==> config.mk <==
export PLATFORM = sky130hd
export DESIGN_NAME = vedic_mac_accum
export DESIGN_NICKNAME = d
export VERILOG_FILES = /design/src/rtl/vedic_mac_accum.sv
export SDC_FILE = /design/constraint.sdc
export NUM_CORES = 1
export LEC_CHECK = 0
export CORE_UTILIZATION = 53
export CTS_CLUSTER_DIAMETER = 100
export DETAILED_ROUTE_END_ITERATION = 6
export PLACE_DENSITY_LB_ADDON = 0.12
export SLEW_MARGIN = 20
export SYNTH_ARGS = -nofsm -noshare
export SYNTH_HDL_FRONTEND = slang
export SYNTH_SLANG_ARGS = --single-unit
==> constraint.sdc <==
create_clock -name clk -period 2.7 [get_ports clk]
set_input_delay 0.54 -clock clk [delete_from_list [all_inputs] [get_ports clk]]
set_output_delay 0.54 -clock clk [all_outputs]
set_load 0.01 [all_outputs]
==> src/rtl/vedic_mac_accum.sv <==
// Saturating multiply-accumulate back end for the 3-bit Vedic multiplier product stream.
// Sums products per frame and holds one registered result until the consumer takes it.
module vedic_mac_accum #(
   parameter int unsigned PROD_W    = 6,
   parameter int unsigned ACC_W     = 12,
   parameter int unsigned MAX_TERMS = 64,
   localparam int unsigned CNT_W    = $clog2(MAX_TERMS + 1)
) (
   input  logic              clk,
   input  logic              rst_n,
   input  logic [PROD_W-1:0] prod,
   input  logic              in_valid,
   input  logic              in_last,
   output logic              in_ready,
   output logic [ACC_W-1:0]  acc_out,
   output logic [CNT_W-1:0]  term_count,
   output logic              overflow,
   output logic              out_valid,
   input  logic              out_ready
);

   typedef enum logic [0:0] {StAccum, StHold} state_e;

   localparam logic [CNT_W-1:0] LastCnt = CNT_W'(MAX_TERMS - 1);

   state_e           st_q, st_d;
   logic [ACC_W-1:0] acc_q, acc_d;
   logic [CNT_W-1:0] cnt_q, cnt_d;
   logic             ovf_q, ovf_d;
   logic [ACC_W-1:0] acc_out_q, acc_out_d;
   logic [CNT_W-1:0] term_q, term_d;
   logic             ovf_out_q, ovf_out_d;

   logic [ACC_W:0]   sum;
   logic [ACC_W-1:0] acc_sat;

   // One extra bit of headroom: the carry out is the saturation flag.
   assign sum     = {1'b0, acc_q} + {{(ACC_W + 1 - PROD_W){1'b0}}, prod};
   assign acc_sat = sum[ACC_W] ? {ACC_W{1'b1}} : sum[ACC_W-1:0];

   always_comb begin
      st_d      = st_q;
      acc_d     = acc_q;
      cnt_d     = cnt_q;
      ovf_d     = ovf_q;
      acc_out_d = acc_out_q;
      term_d    = term_q;
      ovf_out_d = ovf_out_q;
      in_ready  = 1'b0;
      out_valid = 1'b0;
      unique case (st_q)
         StAccum: begin
            in_ready = 1'b1;
            if (in_valid) begin
               acc_d = acc_sat;
               cnt_d = cnt_q + CNT_W'(1);
               ovf_d = ovf_q | sum[ACC_W];
               if (in_last || (cnt_q == LastCnt)) begin
                  st_d      = StHold;
                  acc_out_d = acc_d;
                  term_d    = cnt_d;
                  ovf_out_d = ovf_d;
               end
            end
         end
         StHold: begin
            out_valid = 1'b1;
            // Release clears the running frame; next beat is taken a cycle later.
            if (out_ready) begin
               st_d  = StAccum;
               acc_d = '0;
               cnt_d = '0;
               ovf_d = 1'b0;
            end
         end
         default: st_d = StAccum;
      endcase
   end

   always_ff @(posedge clk or negedge rst_n) begin
      if (!rst_n) begin
         st_q      <= StAccum;
         acc_q     <= '0;
         cnt_q     <= '0;
         ovf_q     <= 1'b0;
         acc_out_q <= '0;
         term_q    <= '0;
         ovf_out_q <= 1'b0;
      end else begin
         st_q      <= st_d;
         acc_q     <= acc_d;
         cnt_q     <= cnt_d;
         ovf_q     <= ovf_d;
         acc_out_q <= acc_out_d;
         term_q    <= term_d;
         ovf_out_q <= ovf_out_d;
      end
   end

   assign acc_out    = acc_out_q;
   assign term_count = term_q;
   assign overflow   = ovf_out_q;

endmodule

==> run metrics <==
result of the run=finished clean; Post-Place Setup Slack=-283 ps; post-synthesis cell type with the largest combined area=sky130_fd_sc_hd__dfrtp_1; Critical Setup Path Class=primary input to register; synthesis-stage register bit count=41; maximum buffer depth of the clock tree=2; clock root buffer master=sky130_fd_sc_hd__clkbuf_8; number of I/O pins=33; via density per instance=5.62; pin count of the biggest net entering global routing=42; simple logic cell fraction of the synthesized area=0.168; share of the synthesized area in the top cell type=0.492; switching share of power=0.353; placed cell areas=2520 µm²; total DRC errors in the routed layout=0; effective utilization at floorplan=0.561; Post CTS Setup Buffer Count=0; mean cell area of the mapped netlist=9.64 µm²; width of the die=64.7 µm; H-tree level count=2; last weighted congestion value of the routability-driven placer=0.804; proportion of layout cells with a drive suffix above 1=0.122; number of antenna violations at the first check in global routing=0; unique cell type count in the Yosys netlist=43; number of port buffers=32; headroom to the max-slew limit=0.407; Sink Count=41; global-route total usage across every layer=0.244; Pre-Repair DR Iteration Count=4; data arrival time of the critical path=2800 ps; part of the power in the clock network=0.188; number of standard-cell rows in the floorplan=22; share of the synthesized netlist area taken by xor and xnor gates=0.0462; count of antenna-violating nets left after detailed routing=0; required time of the critical path=2880 ps; count of final hold-check violations=0; internal portion of total power=1460 µW; maximum clock skew at final layout=7.89 ps; final setup slack of the worst path=70.9 ps; portion of total power attributed to sequential cells=0.390; path category of the worst min-delay check=primary input to async pin; # hold bufs at CTS=0; Peak supply drop=554 µV; unrepaired setup endpoints after global routing=no; post-detail-place hpwl=3220 µm; YS warnings=0; post-synthesis sequential area ratio=0.492; layout overhead on the synthesized area=26.4%; power density over the cells=858 nW/µm²; slew at the pin closest to its max-slew limit=890 ps; grt ovf=0; Post-CTS Resized=0; synthesized cell area=2080 µm²; synthesized netlist cell count=216; Highest Clock Rate=0.380 GHz; final-report max-slew violation count=0; # Max-Cap Violations=0; Clock Latency Late Sink=290 ps; vertical extent of the die=64.7 µm; vias in the first global route=1,659; nets in the synthesized netlist=235; post-layout net count=280; total number of vias=1,743; final std cell area, no fill=2630 µm²; Leak=0.00114 µW; wire length of the first global-routing pass=7670 µm; initial DRC count=93; largest family of logic cells by synthesized area=compound AO/OA/AOI/OAI gates; net switching power=798 µW; multiplexer share of the synthesized area=0.00721; kind of capture point of the worst setup path=register; wire per inst=14.6 µm; Final period util=0.974; largest fanout on the critical path=4; clock slew at the register clock pins of the worst setup and hold paths=80 ps; CTS tree=yes; adder-cell share of the synthesized area=0.0517; number of antenna diodes=0; number of setup violations in the final report=0; fin crit period=2630 ps; overall routed net length=4520 µm; element type at the critical path start=primary input; DIE AREA=4190 µm²; clock buffers created by TritonCTS=5; compound-gate portion of the synthesized area=0.205; Std-Cell Core Area=3720 µm²; proportion of power drawn by combinational gates=0.422; biggest area contributors in the synthesized netlist=sky130_fd_sc_hd__dfrtp_1 49%, sky130_fd_sc_hd__o21ai_0 6.5%, sky130_fd_sc_hd__nand2_1 5.9%, sky130_fd_sc_hd__ha_1 4.2%, sky130_fd_sc_hd__xnor2_1 4.2%
[per-stage QoR]
| step | std cells | TNS [ps] | util | hold slack, ps | total power [µW] |
|---|---|---|---|---|---|
| after floorplan | 216 | 0 | - | 244 | 1450 |
| after global placement | 302 | -3770 | 0.678 | 457 | 1810 |
| after detailed placement | 302 | -5070 | 0.678 | 471 | 1830 |
| after CTS | 310 | 0 | 0.704 | 404 | 2260 |
| after global routing | 310 | 0 | 0.709 | 445 | 2410 |
| final | 310 | 0 | 0.709 | 363 | 2260 |
[kinds of logic after synthesis]
logic type | after synthesis
compound gates | 64
xor+xnor | 11
fa+ha+maj | 8
buf+inv | 13
flops | 41
mux | 1
simple gates | 78
[Yosys cell counts (all sizes together)]
cell type  instances
nor2              19
nand4              1
o21ai             29
nand3              7
o21bai             2
o22ai              3
a211oi             1
nor3b              1
o22a               2
o211a              1
a21o               3
a221o              1
nand2             33
ha                 7
clkbuf             5
fa                 1
nor4               3
a311oi             3
a22o               3
a31oi              3
and3               2
dfrtp             41
o211ai             1
or3                1
a21oi              6
inv                5
o2bb2ai            1
xnor2             10
a211o              1
or2                2
mux2               1
buf                3
o21a               3
nor2b              2
xor2               1
nor3               7
a311o              1
[power groups by stage]
stage | sequential [µW] | clock [µW] | combinational, µW
3_3_place_gp | 890 | 0 | 917
6_report | 883 | 425 | 953
4_1_cts | 884 | 433 | 945
3_5_place_dp | 895 | 0 | 938
2_1_floorplan | 911 | 0 | 544
5_1_grt | 903 | 459 | 1050
[state kept, by name, indices dropped and copies added, names as in the netlist]
signal and count:
acc_out 12, acc_q 12, cnt_q 7, term_count 7, overflow 1, ovf_q 1
st_q 1
[placed cells by master, fill, tap and decap left out, types with 5 or more instances in the layout]
cell type                         Yosys  final
sky130_fd_sc_hd__ha_1                 7      7
sky130_fd_sc_hd__nor3_1               7      7
sky130_fd_sc_hd__clkbuf_8             0      6
sky130_fd_sc_hd__o21ai_0             27     27
sky130_fd_sc_hd__buf_4                1     14
sky130_fd_sc_hd__dfrtp_1             41     41
sky130_fd_sc_hd__xnor2_1             10     10
sky130_fd_sc_hd__nand3_1              7      7
sky130_fd_sc_hd__nand2_1             33     33
sky130_fd_sc_hd__clkdlybuf4s50_1      0     31
sky130_fd_sc_hd__nor2_1              18     18
sky130_fd_sc_hd__inv_1                5      5
sky130_fd_sc_hd__a21oi_1              6      6
[routing by layer]
layer | routed length [µm] | GRT usage | vias to the layer above
met2 | 2090 | 0.397 | 48
met4 | 66 | 0.0778 | 0
li1 | - | - | 858
met3 | 194 | 0.0475 | 7
met1 | 2160 | 0.327 | 830
met5 | 0 | 0 | -
[critical path, stage by stage]
cell and delay [ps]:
sky130_fd_sc_hd__clkdlybuf4s50_1 400, sky130_fd_sc_hd__ha_1 230, sky130_fd_sc_hd__fa_2 350, sky130_fd_sc_hd__a211o_2 370
sky130_fd_sc_hd__a311oi_4 290, sky130_fd_sc_hd__or3_4 180, sky130_fd_sc_hd__buf_4 120, sky130_fd_sc_hd__o21ai_2 60
sky130_fd_sc_hd__mux2_4 250
[final cells by class]
| type | instances | area, µm² |
|---|---|---|
| clock buffers | 6 | 82.6 |
| clock inverters | 2 | 13.8 |
| fillers | 307 | 1080 |
| inverters | 5 | 18.8 |
| multi-input cells | 162 | 1010 |
| flip-flops and latches | 41 | 1030 |
| well taps | 48 | 60.1 |
| repair buffers | 46 | 420 |
[worst paths after layout]
| kind | start | endpoint | slack [ps] | cells past startpoint |
|---|---|---|---|---|
| max in group asynchronous | rst_n | acc_q[2] | 1770 | 1 |
| min in group clk | acc_out[0] | acc_out[0] | 480 | 2 |
| worst max register to register | acc_q[0] | acc_out[3] | 350 | 8 |
| worst max-delay path | prod[0] | acc_out[3] | 70 | 9 |
| worst min register to register | acc_out[0] | acc_out[0] | 480 | 2 |
| worst min-delay path | rst_n | term_count[0] | 360 | 1 |
No activity file was read; power rests on OpenSTA's default activity.
